**config.mk**
```make
export PLATFORM = sky130hd
export DESIGN_NAME = sdp_rdma_unpack_gen_flat
export DESIGN_NICKNAME = d
export VERILOG_FILES = /design/src/rtl/sdp_rdma_unpack_gen_if.sv /design/src/rtl/sdp_rdma_unpack_gen.sv /design/src/flat_wrapper.sv
export SDC_FILE = /design/constraint.sdc
export NUM_CORES = 1
export LEC_CHECK = 0
export BUFFER_PORTS_ARGS = -buffer_cell sky130_fd_sc_hd__buf_2
export CORE_AREA = 2 2 498 500
export CTS_CLUSTER_DIAMETER = 150
export DETAILED_ROUTE_END_ITERATION = 8
export DIE_AREA = 0 0 500 502
export RECOVER_POWER = 50
export SETUP_SLACK_MARGIN = 0.15
export SKIP_LAST_GASP = 1
export SYNTH_ARGS = -nofsm -noshare
export SYNTH_HDL_FRONTEND = slang
export SYNTH_SLANG_ARGS = --single-unit
export TNS_END_PERCENT = 5
```
**constraint.sdc**
```tcl
create_clock -name autosa_core_clk -period 61.9 [get_ports autosa_core_clk]
set_input_delay 18.57 -clock autosa_core_clk [delete_from_list [all_inputs] [get_ports autosa_core_clk]]
set_output_delay 18.57 -clock autosa_core_clk [all_outputs]
set_load 0.05 [all_outputs]
```
**src/rtl/sdp_rdma_unpack_gen_if.sv**
```systemverilog
// -----------------------------------------------------------------------------
// sdp_rdma_unpack_gen_if
// Handshake bundle for the SDP read-DMA unpacker.
//   inp_pvld/inp_prdy/inp_data/inp_end : DMA return beats (atoms + atom mask)
//   out_pvld/out_prdy/out_data/out_end : packed beats (atoms + thermometer mask)
//   err_ovf                            : sticky overflow / malformed-mask flag
// Modports:
//   master : the side that produces input beats and consumes output beats
//   slave  : the unpacker itself
// -----------------------------------------------------------------------------
interface sdp_rdma_unpack_gen_if #(
   parameter int ATOM_W    = 256,
   parameter int IN_ATOMS  = 1,
   parameter int OUT_ATOMS = 4
);
   logic                                  inp_pvld;
   logic                                  inp_prdy;
   logic [IN_ATOMS*ATOM_W+IN_ATOMS-1:0]   inp_data;
   logic                                  inp_end;
   logic                                  out_pvld;
   logic                                  out_prdy;
   logic [OUT_ATOMS*ATOM_W+OUT_ATOMS-1:0] out_data;
   logic                                  out_end;
   logic                                  err_ovf;

   modport master (
      output inp_pvld, inp_data, inp_end, out_prdy,
      input  inp_prdy, out_pvld, out_data, out_end, err_ovf
   );

   modport slave (
      input  inp_pvld, inp_data, inp_end, out_prdy,
      output inp_prdy, out_pvld, out_data, out_end, err_ovf
   );
endinterface

```
**src/rtl/sdp_rdma_unpack_gen.sv**
```systemverilog
// -----------------------------------------------------------------------------
// sdp_rdma_unpack_gen
// Concatenates DMA return beats of 0..IN_ATOMS atoms into output beats of
// OUT_ATOMS atoms. A beat is emitted when the pack fills or the packet ends;
// the output carries a thermometer mask of valid atoms and an end flag.
// Ports:
//   autosa_core_clk  : clock, all state on rising edge
//   autosa_core_rstn : asynchronous active-low reset
//   io_bus           : sdp_rdma_unpack_gen_if.slave (input/output handshakes,
//                      sticky err_ovf)
// Build option:
//   AUTOSA_SDP_RDMA_UNPACK_ERR_EN : enables the sticky err_ovf check
//                                   (overflow or non-thermometer input mask).
//                                   Undefined -> err_ovf tied to 0.
// -----------------------------------------------------------------------------
module sdp_rdma_unpack_gen #(
   parameter int ATOM_W    = 256,
   parameter int IN_ATOMS  = 1,
   parameter int OUT_ATOMS = 4
) (
   input  logic                  autosa_core_clk,
   input  logic                  autosa_core_rstn,
   sdp_rdma_unpack_gen_if.slave  io_bus
);
   localparam int CNT_W = $clog2(OUT_ATOMS + 1);
   // cnt + size can reach OUT_ATOMS-1+IN_ATOMS, so one extra bit is needed
   localparam int SUM_W = CNT_W + 1;
   localparam int SZ_W  = $clog2(IN_ATOMS + 1);

   function automatic logic [SZ_W-1:0] f_popcnt(input logic [IN_ATOMS-1:0] m);
      logic [SZ_W-1:0] v;
      v = '0;
      for (int i = 0; i < IN_ATOMS; i++) v = v + SZ_W'(m[i]);
      return v;
   endfunction

   // Bits above OUT_ATOMS fall off, which gives the min(n, OUT_ATOMS) clamp.
   function automatic logic [OUT_ATOMS-1:0] f_therm_out(input logic [SUM_W-1:0] n);
      logic [OUT_ATOMS-1:0] t;
      for (int i = 0; i < OUT_ATOMS; i++) t[i] = (SUM_W'(i) < n);
      return t;
   endfunction

   logic [IN_ATOMS-1:0]  w_mask;
   logic [SZ_W-1:0]      w_size;
   logic [SUM_W-1:0]     w_cnt_nxt;
   logic                 w_is_last;
   logic                 w_inp_prdy;
   logic                 w_accept;
   logic [ATOM_W-1:0]    w_pack_nxt [OUT_ATOMS];
   logic [OUT_ATOMS*ATOM_W+OUT_ATOMS-1:0] w_out_data;

   logic [CNT_W-1:0]     r_cnt;
   logic                 r_out_pvld;
   logic                 r_out_end;
   logic [OUT_ATOMS-1:0] r_mask;
   logic [ATOM_W-1:0]    r_pack [OUT_ATOMS];

   assign w_mask     = io_bus.inp_data[IN_ATOMS*ATOM_W +: IN_ATOMS];
   assign w_size     = f_popcnt(w_mask);
   assign w_cnt_nxt  = SUM_W'(r_cnt) + SUM_W'(w_size);
   assign w_is_last  = (w_cnt_nxt >= SUM_W'(OUT_ATOMS)) | io_bus.inp_end;
   assign w_inp_prdy = !r_out_pvld | io_bus.out_prdy;
   assign w_accept   = io_bus.inp_pvld & w_inp_prdy;

   // Atoms always come from lanes 0..size-1; lanes past OUT_ATOMS are dropped.
   // Starting a fresh pack clears every lane so unwritten lanes read 0.
   always_comb begin
      for (int j = 0; j < OUT_ATOMS; j++) begin
         w_pack_nxt[j] = (r_cnt == '0) ? '0 : r_pack[j];
         for (int k = 0; k < IN_ATOMS; k++) begin
            if (k < int'(w_size) && j == int'(r_cnt) + k)
               w_pack_nxt[j] = io_bus.inp_data[k*ATOM_W +: ATOM_W];
         end
      end
   end

   // Pack data is not reset; it is fully rewritten before it is ever emitted.
   always_ff @(posedge autosa_core_clk) begin
      if (w_accept) begin
         for (int j = 0; j < OUT_ATOMS; j++) r_pack[j] <= w_pack_nxt[j];
      end
   end

   always_ff @(posedge autosa_core_clk or negedge autosa_core_rstn) begin
      if (!autosa_core_rstn) begin
         r_cnt      <= '0;
         r_out_pvld <= 1'b0;
         r_out_end  <= 1'b0;
         r_mask     <= '0;
      end else begin
         if (w_inp_prdy) r_out_pvld <= io_bus.inp_pvld & w_is_last;
         if (w_accept) begin
            if (w_is_last) begin
               r_cnt     <= '0;
               r_mask    <= f_therm_out(w_cnt_nxt);
               r_out_end <= io_bus.inp_end;
            end else begin
               r_cnt     <= w_cnt_nxt[CNT_W-1:0];
            end
         end
      end
   end

`ifdef AUTOSA_SDP_RDMA_UNPACK_ERR_EN
   function automatic logic [IN_ATOMS-1:0] f_therm_in(input logic [SZ_W-1:0] n);
      logic [IN_ATOMS-1:0] t;
      for (int i = 0; i < IN_ATOMS; i++) t[i] = (SZ_W'(i) < n);
      return t;
   endfunction

   logic r_err_ovf;
   always_ff @(posedge autosa_core_clk or negedge autosa_core_rstn) begin
      if (!autosa_core_rstn)
         r_err_ovf <= 1'b0;
      else if (w_accept && ((w_cnt_nxt > SUM_W'(OUT_ATOMS)) || (w_mask != f_therm_in(w_size))))
         r_err_ovf <= 1'b1;
   end
   assign io_bus.err_ovf = r_err_ovf;
`else
   assign io_bus.err_ovf = 1'b0;
`endif

   always_comb begin
      w_out_data = '0;
      for (int j = 0; j < OUT_ATOMS; j++) w_out_data[j*ATOM_W +: ATOM_W] = r_pack[j];
      w_out_data[OUT_ATOMS*ATOM_W +: OUT_ATOMS] = r_mask;
   end

   assign io_bus.inp_prdy = w_inp_prdy;
   assign io_bus.out_pvld = r_out_pvld;
   assign io_bus.out_end  = r_out_end;
   assign io_bus.out_data = w_out_data;
endmodule

```
**src/flat_wrapper.sv**
```systemverilog
// flat-port wrapper written by rule: the top's interface ports become plain ports
module sdp_rdma_unpack_gen_flat 
#(
   parameter int ATOM_W    = 256,
   parameter int IN_ATOMS  = 1,
   parameter int OUT_ATOMS = 4
)
  (autosa_core_clk, autosa_core_rstn, io_bus_inp_pvld, io_bus_inp_data, io_bus_inp_end, io_bus_out_prdy, io_bus_inp_prdy, io_bus_out_pvld, io_bus_out_data, io_bus_out_end, io_bus_err_ovf);
  sdp_rdma_unpack_gen_if #(.ATOM_W(ATOM_W), .IN_ATOMS(IN_ATOMS), .OUT_ATOMS(OUT_ATOMS)) io_bus_i ();
  input  logic autosa_core_clk;
  input  logic autosa_core_rstn;
  input wire logic [$bits(io_bus_i.inp_pvld)-1:0] io_bus_inp_pvld;
  input wire logic [$bits(io_bus_i.inp_data)-1:0] io_bus_inp_data;
  input wire logic [$bits(io_bus_i.inp_end)-1:0] io_bus_inp_end;
  input wire logic [$bits(io_bus_i.out_prdy)-1:0] io_bus_out_prdy;
  output wire logic [$bits(io_bus_i.inp_prdy)-1:0] io_bus_inp_prdy;
  output wire logic [$bits(io_bus_i.out_pvld)-1:0] io_bus_out_pvld;
  output wire logic [$bits(io_bus_i.out_data)-1:0] io_bus_out_data;
  output wire logic [$bits(io_bus_i.out_end)-1:0] io_bus_out_end;
  output wire logic [$bits(io_bus_i.err_ovf)-1:0] io_bus_err_ovf;
  assign io_bus_i.inp_pvld = io_bus_inp_pvld;
  assign io_bus_i.inp_data = io_bus_inp_data;
  assign io_bus_i.inp_end = io_bus_inp_end;
  assign io_bus_i.out_prdy = io_bus_out_prdy;
  assign io_bus_inp_prdy = io_bus_i.inp_prdy;
  assign io_bus_out_pvld = io_bus_i.out_pvld;
  assign io_bus_out_data = io_bus_i.out_data;
  assign io_bus_out_end = io_bus_i.out_end;
  assign io_bus_err_ovf = io_bus_i.err_ovf;
  sdp_rdma_unpack_gen #(.ATOM_W(ATOM_W), .IN_ATOMS(IN_ATOMS), .OUT_ATOMS(OUT_ATOMS)) u_core (.autosa_core_clk(autosa_core_clk), .autosa_core_rstn(autosa_core_rstn), .io_bus(io_bus_i));
endmodule
```
# Yosys cells after proc, flatten, opt, wreduce, memory -nomap -nowiden
# Memory sizes are Yosys's and may differ from the RTL's.
# Index checks and enable logic that the tools add are counted.
dict set report classes {
  n_addsub 1
  magnitude_cmp 6
  eq_ne 3
  n_mux 11
  bitwise 4
  reduce_logical 8
}
# cell count
set ops {}
lappend ops {{two-way mux 256 bit} 8}
lappend ops {{zero test 32 bit} 1}
lappend ops {{< comparator 1 x 4 -> 1 bit, first input constant} 2}
lappend ops {{< comparator 2 x 4 -> 1 bit, first input constant} 2}
lappend ops {{equality test 3 bit, first input constant} 2}
lappend ops {{adder 3 x 1 -> 4 bit} 1}
lappend ops {{>= comparator 4 x 3 -> 1 bit, second input constant} 1}
lappend ops {{logical AND 1 bit} 4}
lappend ops {{equality test 2 x 3 -> 1 bit, first input constant} 1}
lappend ops {{zero test 3 bit} 1}
lappend ops {{two-way mux 3 bit} 1}
lappend ops {{bitwise AND 1 bit} 2}
lappend ops {{two-way mux 1 bit} 2}
lappend ops {{OR 1 bit} 2}
lappend ops {{AND reduction 2 bit} 1}
lappend ops {{zero test 1 bit} 1}
lappend ops {{< comparator 1 bit, first input constant} 1}
dict set report word_totals {
  reg_bits 9
  ramBits 1024
  inputBits 262
  out_inout_bits 1032
  elab_cells 38
  n_memories 1
}
# name depth width read_ports rd_ports_with_merged_regs write_ports line
set memory_table {}
lappend memory_table {u_core.r_pack 4 256 4 0 4 sdp_rdma_unpack_gen.sv:57} ;# logic [ATOM_W-1:0] r_pack [OUT_ATOMS];

# Logic depth before layout (Yosys ltp)
# Gate-level depths: netlist (run 1).
dict set report depth {
  depth_word 5
  ltp_mapped 6
  mapped_depth_nobuf 6
}

# Worst setup path before layout (run 1)
# OpenSTA, ideal clock, no wires.
dict set report synth_timing {
  kind {input to register}
  startpoint {input port io_bus_out_prdy}
  endpoint {memory u_core.r_pack[1][0], enable pin}
  setup_time_ns 2.230
  arrival_time_ns 58.837
  t_required_ns 59.670
  setup_slack_ns 0.833
  stages 3
  n_path_buf 0
  cell_sequence {nand2b_1 nand2_1 a2111oi_0}
}
# item line
set synth_lines {}
lappend synth_lines {{start: declaration} flat_wrapper.sv:15} ;# input wire logic [$bits(io_bus_i.out_prdy)-1:0] io_bus_out_prdy;
lappend synth_lines {{end: declaration} sdp_rdma_unpack_gen.sv:57}

# Worst setup path after layout (run 1)
dict set report layout_timing {
  startpoint {input port io_bus_out_prdy}
  endpoint {output port io_bus_inp_prdy}
}
dict set report layout_between {
  elab_chain_len 1
}
# item line
set layout_lines {}
lappend layout_lines {{OR 1 bit} sdp_rdma_unpack_gen.sv:63} ;# assign w_inp_prdy = !r_out_pvld | io_bus.out_prdy;
lappend layout_lines {{end: declaration} flat_wrapper.sv:16} ;# output wire logic [$bits(io_bus_i.inp_prdy)-1:0] io_bus_inp_prdy;
# Every way passes these cells.

==> results.json, run 1 <==
{
  "yosysTopAreaCell": "edfxtp_1",
  "first_global_vias": 24100,
  "rows": 182,
  "synthArstFlopShare": 0.00871,
  "worstSetupPathType": "in2out",
  "drv_cap": 12,
  "timing.final.crit_share": 0.610,
  "die_h_um": 502,
  "min-delay-path-class": "reg2reg",
  "wl_um": 163000,
  "grt_pass1_wl_um": 211000,
  "clk_pin_slew_ps": 60,
  "syn-cell-area_mm2": 0.0382,
  "ioPinCount": 1294,
  "layout-drive-gt1-share": 0.239,
  "io_buffer_count": 1292,
  "avgSynthCellArea_um2": 17.2,
  "violations": "capacitance limit, slew limit",
  "grt_max_degree": 189,
  "cts_tree": "built",
  "ir_drop_v": 0.0000240,
  "final_cells": 6891,
  "crit_fanout": 6,
  "max_freq_mhz": 26.5,
  "coreArea_mm2": 0.245,
  "cts_buffers": 114,
  "p_leak_nw": 18.2,
  "synth-edff-count": 1024,
  "wl_per_cell_um": 23.6,
  "ys_types": 28,
  "drtIter0Drc": 2178,
  "drtAntennaViolNets": 0,
  "die_width_um": 500,
  "antenna_found_initial": 55,
  "root_buffer": "clkbuf_16",
  "tightestPinTransition_ps": 9500,
  "nNetsFinal": 3807,
  "hpwlAfterDp_um": 120000,
  "synth_seq_area_share": 0.811,
  "ctsResizeCount": 0,
  "clkSinkCount": 1033,
  "setup_violations": 0,
  "post_cts_buffers": 0,
  "worst_clock_skew_ps": 48.8,
  "synthTopCellsByArea": "edfxtp_1, and2_1, clkbuf_2, dfrtp_1, clkbuf_1",
  "dp_cells": 6647,
  "cts-htree-levels": 3,
  "cp-end-kind": "primary output",
  "place.gp.congestion": 0.878,
  "ys_warn_count": 0,
  "status": "finished with violations",
  "drc": 0,
  "final_hold_viol_count": 0,
  "finalMaxSlewViolations": 995,
  "cts_buffer_depth": 3,
  "viasPerCell": 3.54,
  "synth_top_area_frac": 0.805,
  "grt_use_total": 0.123,
  "yosysMostFrequentCell": "and2_1",
  "ys_seq_elements": 1033,
  "max_slew_margin": -5.33,
  "required_ps": 43330,
  "syn_to_final_growth_pct": 34.6,
  "grt-ovfl-total": 0,
  "setup_tns_ps": 0,
  "vias": 24400,
  "rsz0062_at_grt": "false",
  "start_kind": "primary input",
  "clock_latency_ps": 760,
  "cellPowerDensity_mw_per_mm2": 40.1,
  "synth_cells": 2219,
  "start_util": 0.156,
  "dr.pass1.iters": 5,
  "die-area_mm2": 0.251,
  "syn_nets": 2483,
  "cp.arrival_ps": 19180,
  "period_needed_ps": 37750,
  "synthFlopType": "edfxtp_1",
  "synth_common_cells": "and2_1, edfxtp_1, clkbuf_2, clkbuf_1, nand2_1",
  "ctsHoldBuffers": 0
}
==> cell usage in the layout, fill, tap and decap left out, types with 2 or more instances in the layout <==
cell type and instances:
edfxtp_1 1024, buf_2 665, clkbuf_1 656, and2_1 582
and2_0 445, clkbuf_16 114, diode_2 30, clkinv_2 26
buf_4 19, clkinv_1 17, nand2_1 12, inv_6 10
bufinv_16 10, dfrtp_1 9, clkinv_4 6, clkinvlp_4 5
nor2_1 4, clkinv_16 4, nor2_4 3, o21ai_0 3
nand2b_1 3, nor3_1 2, o22a_1 2, or2_2 2
ha_1 2, clkinv_8 2
==> worst max-delay path: stages <==
cell	delay (ps)
buf_2	80
nand2b_1	220
buf_2	310
==> power by group <==
part	internal, mW	total, mW	switching [mW]
sequential	0.872	0.896	0.0239
combinational	0.0629	0.472	0.409
clock	0.385	0.694	0.309
total	1.32	2.06	0.742
==> worst paths after layout <==
kind                       slack, ps             start  cells past startpoint                    to
max                            24150   io_bus_out_prdy                      3       io_bus_inp_prdy
min                              510  u_core.r_mask[3]                      2      u_core.r_mask[3]
max reg2reg                    52490   u_core.r_cnt[2]                      6  u_core.r_pack[2][85]
min reg2reg                      510  u_core.r_mask[3]                      2      u_core.r_mask[3]
max in group asynchronous      43730  autosa_core_rstn                      1      u_core.r_mask[1]
min in group asynchronous      17770  autosa_core_rstn                      1      u_core.r_mask[2]
==> layout make-up <==
type	instances	area, um2
Sequential cell	1033	31000
Fill cell	26400	194000
Clock inverter	82	856
Timing Repair Buffer	1322	5870
Antenna cell	30	75.1
Tap cell	3220	4030
Multi-Input combinational cell	1072	6720
Clock buffer	132	2920
==> cells by family after synthesis <==
| group | synth area share |
|---|---|
| buf+inv | 0.0142 |
| other cells | 0.0000981 |
| fa+ha+maj | 0.000655 |
| simple gates | 0.172 |
| compound gates | 0.00262 |
| flops | 0.811 |
==> registers in the layout, indices dropped and copies added (netlist names) <==
name	cells
u_core.r_pack	1024
u_core.r_mask	4
u_core.r_cnt	3
u_core.io_bus.out_end	1
u_core.io_bus.out_pvld	1
==> layer usage <==
layer,part of all wire,track usage,vias up
li1,-,-,10500
met1,0.39,0.149,12200
met2,0.46,0.192,1533
met3,0.13,0.0553,208
met4,0.028,0.0422,4
met5,0.00018,0,-
==> per-stage QoR <==
stage,utilization,hold WS (ps),total power [mW],cell area (um2),setup slack (ps)
2_1_floorplan,-,523,1.29,38200,833
3_3_place_gp,0.198,472,1.39,48500,24160
3_5_place_dp,0.198,475,1.40,48500,24170
4_1_cts,0.213,491,2.10,52300,24170
5_1_grt,0.210,510,2.13,51400,24110
6_report,0.210,507,2.06,51400,24150
No activity file was read; power rests on OpenSTA's default activity.
==> inputs of run 2 (changes only) <==
--- a/config.mk
+++ b/config.mk
@@ -6,10 +6,10 @@
 export NUM_CORES = 1
 export LEC_CHECK = 0
 export BUFFER_PORTS_ARGS = -buffer_cell sky130_fd_sc_hd__buf_2
-export CORE_AREA = 2 2 498 500
+export CORE_AREA = 2 2 503 505
 export CTS_CLUSTER_DIAMETER = 150
 export DETAILED_ROUTE_END_ITERATION = 8
-export DIE_AREA = 0 0 500 502
+export DIE_AREA = 0 0 505 507
 export RECOVER_POWER = 50
 export SETUP_SLACK_MARGIN = 0.15
 export SKIP_LAST_GASP = 1
==> constraint.sdc (replaced) <==
create_clock -name autosa_core_clk -period 37.5 [get_ports autosa_core_clk]
set_input_delay 11.25 -clock autosa_core_clk [delete_from_list [all_inputs] [get_ports autosa_core_clk]]
set_output_delay 11.25 -clock autosa_core_clk [all_outputs]
set_load 0.05 [all_outputs]
==> results.json, run 2 (synthesized netlist as in run 1, its figures left out) <==
{
  "path_cells": "clkbuf_1 -> nand2b_1 -> buf_2",
  "wl_per_cell_um": 23.7,
  "r2r_slack_ps": 28840,
  "final_cells": 7013,
  "rows": 184,
  "setup_violations": 0,
  "cts_buffer_depth": 3,
  "multi_input_area_mm2": 0.00672,
  "finalPower_mw": 3.33,
  "clkSinkCount": 1033,
  "wl_um": 166000,
  "io_buffer_count": 1292,
  "dr.pass1.iters": 5,
  "final_util": 0.204,
  "largestRegisters": "u_core.r_pack (1024), u_core.r_mask (4), u_core.r_cnt (3)",
  "required_ps": 26250,
  "die-area_mm2": 0.256,
  "clk_pin_slew_ps": 60,
  "start_util": 0.153,
  "cellPowerDensity_mw_per_mm2": 65.1,
  "layout-drive-gt1-share": 0.195,
  "worst_clock_skew_ps": 40.5,
  "violations": "capacitance limit, slew limit",
  "crit_buf_inv": 2,
  "period_needed_ps": 23700,
  "drc": 0,
  "worstSetupPathType": "in2out",
  "max_freq_mhz": 42.2,
  "critical_path.startpoint": "io_bus_out_prdy",
  "grt_max_degree": 178,
  "setup_tns_ps": 0,
  "ioPinCount": 1294,
  "cts_tree": "built",
  "cts_buffers": 113,
  "grt_pass1_wl_um": 217000,
  "rr_endpoint": "u_core.r_pack[2][108]",
  "post-place-ws_ps": 13900,
  "place_area_mm2": 0.0487,
  "rsz0062_at_grt": "false",
  "start_kind": "primary input",
  "top_register": "u_core.r_pack",
  "place.gp.congestion": 0.860,
  "final_area_mm2": 0.0512,
  "grt_use_total": 0.124,
  "die_width_um": 505,
  "dp_cells": 6777,
  "syn_to_final_growth_pct": 33.9,
  "status": "finished with violations",
  "critical-path-top-delay-family": "buffers and inverters",
  "rr_worst_depth": 4,
  "slowest_delay_ps": 440,
  "root_buffer": "clkbuf_16",
  "cp.arrival_ps": 12450,
  "first_global_vias": 24300,
  "ctsResizeCount": 0,
  "drtAntennaViolNets": 0,
  "fill_cells": 27200,
  "cts-htree-levels": 3,
  "layout_commonest_cell": "edfxtp_1",
  "setup_ws_ps": 13800,
  "vias": 24500,
  "die_h_um": 507,
  "post_cts_buffers": 0,
  "final_hold_viol_count": 0,
  "ir_drop_v": 0.0000410,
  "grt-ovfl-total": 0,
  "mostFrequentLayoutCells": "edfxtp_1, clkbuf_1, and2_1, buf_2, and2_0",
  "largest_reg_flops": 1024,
  "ctsHoldBuffers": 0,
  "viasPerCell": 3.49,
  "drtIter0Drc": 2172,
  "crit_fanout": 6,
  "max_slew_margin": -4.61,
  "antenna_found_initial": 58,
  "clock_latency_ps": 750,
  "hpwlAfterDp_um": 126000,
  "finalMaxSlewViolations": 874,
  "coreArea_mm2": 0.250,
  "hold_slack_ps": 500,
  "drv_cap": 12,
  "seqCellArea_mm2": 0.0310,
  "nNetsFinal": 3808,
  "min-delay-path-class": "reg2reg",
  "crit_end": "io_bus_inp_prdy",
  "slowest_stage": "nand2b_1",
  "tightestPinTransition_ps": 8410,
  "cp-end-kind": "primary output",
  "cp_num_cells": 3,
  "p_leak_nw": 17.7,
  "timing.final.crit_share": 0.632,
  "rr_startpoint": "u_core.r_cnt[2]"
}
[run 2: cell types whose count changed in the layout (fill, tap and decap cells not counted), moves of 2 or more]
cell	previous run	this run
buf_2	665	524
bufinv_16	10	3
clkinv_4	6	2
clkinv_2	26	21
inv_8	1	3
inv_6	10	5
clkinv_1	17	23
clkbuf_1	656	803
[run 2: area by class of cell]
class | instances | share of cell area
Tap cell | 3348 | 0.0818
Clock inverter | 66 | 0.0106
Sequential cell | 1033 | 0.605
Multi-Input combinational cell | 1072 | 0.131
Antenna cell | 31 | 0.00152
Clock buffer | 139 | 0.0580
Timing Repair Buffer | 1324 | 0.112
[run 2: how the worst min path moves through the flow]
stage                     cells after the start               endpoint                  start  slack (ps)
after floorplan                               2        u_core.r_cnt[0]        u_core.r_cnt[0]         550
after global placement                        2       u_core.r_mask[3]       u_core.r_mask[3]         490
after detailed placement                      2       u_core.r_mask[3]       u_core.r_mask[3]         480
after CTS                                     2       u_core.r_mask[3]       u_core.r_mask[3]         500
after global routing                          1  u_core.io_bus.out_end  u_core.io_bus.out_end         530
final                                         2       u_core.r_mask[3]       u_core.r_mask[3]         500
[run 2: worst min-delay path: stages (launching register included)]
cell     delay, ps
dfrtp_1        360
nand2_1         50
nand2_1         60
[run 2: power breakdown]
group | leakage [nW] | internal [mW] | total (mW) | switching (mW)
registers | 10.1 | 1.44 | 1.48 | 0.0401
logic | 5.85 | 0.0995 | 0.778 | 0.679
clock network | 1.71 | 0.586 | 1.08 | 0.490
[run 2: per-layer routing]
layer  global-route usage  vias to the layer above  wire [um]
li1                     -                    10400          -
met1                0.149                    12200      63300
met2                0.195                     1538      76100
met3               0.0519                      226      20100
met4               0.0518                        2       6830
met5                    0                        -         18
==> inputs of run 3 (changes only) <==
==> constraint.sdc (replaced) <==
create_clock -name autosa_core_clk -period 23.2 [get_ports autosa_core_clk]
set_input_delay 6.96 -clock autosa_core_clk [delete_from_list [all_inputs] [get_ports autosa_core_clk]]
set_output_delay 6.96 -clock autosa_core_clk [all_outputs]
set_load 0.05 [all_outputs]
==> results.json, run 3 (synthesized netlist as in run 1, its figures left out) <==
{
  "wl_um": 173000,
  "rsz0062_at_grt": "false",
  "clock_latency_ps": 770,
  "setup_violations": 0,
  "path_cells": "clkbuf_1 -> nand2b_1 -> buf_2",
  "worst_clock_skew_ps": 41.9,
  "fill_cells": 27300,
  "status": "finished with violations",
  "wl_per_cell_um": 24.7,
  "final_area_mm2": 0.0512,
  "tightestPinTransition_ps": 7790,
  "coreArea_mm2": 0.250,
  "clkSinkCount": 1033,
  "rows": 184,
  "hold_slack_ps": 547,
  "antenna_found_initial": 75,
  "io_buffer_count": 1292,
  "period_needed_ps": 15100,
  "ctsHoldBuffers": 0,
  "finalPower_mw": 5.49,
  "grt-ovfl-total": 0,
  "cts-htree-levels": 3,
  "grt_use_total": 0.130,
  "slowest_stage": "nand2b_1",
  "max_slew_margin": -4.19,
  "slowest_delay_ps": 450,
  "vias": 24500,
  "place.gp.congestion": 0.846,
  "timing.final.crit_share": 0.651,
  "final_util": 0.204,
  "multi_input_area_mm2": 0.00673,
  "die_h_um": 507,
  "cellPowerDensity_mw_per_mm2": 107,
  "final_cells": 7032,
  "ioPinCount": 1294,
  "drv_cap": 10,
  "p_leak_nw": 17.2,
  "drtIter0Drc": 2446,
  "place_area_mm2": 0.0486,
  "grt_pass1_wl_um": 225000,
  "dr.pass1.iters": 6,
  "setup_tns_ps": 0,
  "finalMaxSlewViolations": 665,
  "final_hold_viol_count": 0,
  "hpwlAfterDp_um": 133000,
  "cp.arrival_ps": 8140,
  "viasPerCell": 3.48,
  "syn_to_final_growth_pct": 33.9,
  "first_global_vias": 24500,
  "ctsResizeCount": 0,
  "cp-end-kind": "primary output",
  "grt_max_degree": 140,
  "crit_fanout": 6,
  "min-delay-path-class": "reg2reg",
  "die-area_mm2": 0.256,
  "ir_drop_v": 0.0000618,
  "drtAntennaViolNets": 0,
  "cts_buffer_depth": 3,
  "nNetsFinal": 3809,
  "largest_reg_flops": 1024,
  "largestRegisters": "u_core.r_pack (1024), u_core.r_mask (4), u_core.r_cnt (3)",
  "cts_buffers": 116,
  "required_ps": 16240,
  "clk_pin_slew_ps": 60,
  "post_cts_buffers": 0,
  "die_width_um": 505,
  "seqCellArea_mm2": 0.0310,
  "layout-drive-gt1-share": 0.134,
  "worstSetupPathType": "in2out",
  "setup_ws_ps": 8100,
  "drc": 0,
  "mostFrequentLayoutCells": "clkbuf_1, edfxtp_1, and2_1, and2_0, buf_2",
  "start_util": 0.153,
  "violations": "capacitance limit, slew limit",
  "max_freq_mhz": 66.2,
  "post-place-ws_ps": 8170,
  "start_kind": "primary input",
  "root_buffer": "clkbuf_16",
  "cts_tree": "built",
  "dp_cells": 6775,
  "top_register": "u_core.r_pack"
}
-- run 3: critical path, delay by kind of cell --
| kind | cells | cell delay, ps |
|---|---|---|
| and+or+nand+nor | 1 | 450 |
| buffers and inverters | 2 | 710 |
-- run 3: path summary, 6_finish.rpt --
check                      slack, ps  depth (start not counted)                      to                   start
hold reg to reg                  550                          1   u_core.io_bus.out_end   u_core.io_bus.out_end
setup / recovery                8100                          3         io_bus_inp_prdy         io_bus_out_prdy
max in group asynchronous      16660                          1  u_core.io_bus.out_pvld        autosa_core_rstn
min in group asynchronous       6190                          1         u_core.r_cnt[2]        autosa_core_rstn
hold / removal                   550                          1   u_core.io_bus.out_end   u_core.io_bus.out_end
setup reg to reg               14600                          5    u_core.r_pack[2][89]  u_core.io_bus.out_pvld
-- run 3: per-layer routing --
| metal | GRT usage | routed length [um] | part of all wire |
|---|---|---|---|
| met5 | 0 | 13 | 0.000075 |
| met1 | 0.152 | 65500 | 0.38 |
| met3 | 0.0619 | 22300 | 0.13 |
| met4 | 0.0479 | 6360 | 0.037 |
| met2 | 0.205 | 79200 | 0.46 |
-- run 3: final cells by class --
| cell class | instances | share of cell area |
|---|---|---|
| Clock inverter | 83 | 0.0156 |
| Sequential cell | 1033 | 0.605 |
| Tap cell | 3348 | 0.0819 |
| Multi-Input combinational cell | 1072 | 0.131 |
| Antenna cell | 45 | 0.00220 |
| Timing Repair Buffer | 1322 | 0.106 |
| Clock buffer | 129 | 0.0577 |
-- run 3: where the power goes --
| part | internal, mW | switching (mW) |
|---|---|---|
| clock | 1.01 | 0.826 |
| sequential | 2.33 | 0.0654 |
| combinational | 0.146 | 1.11 |
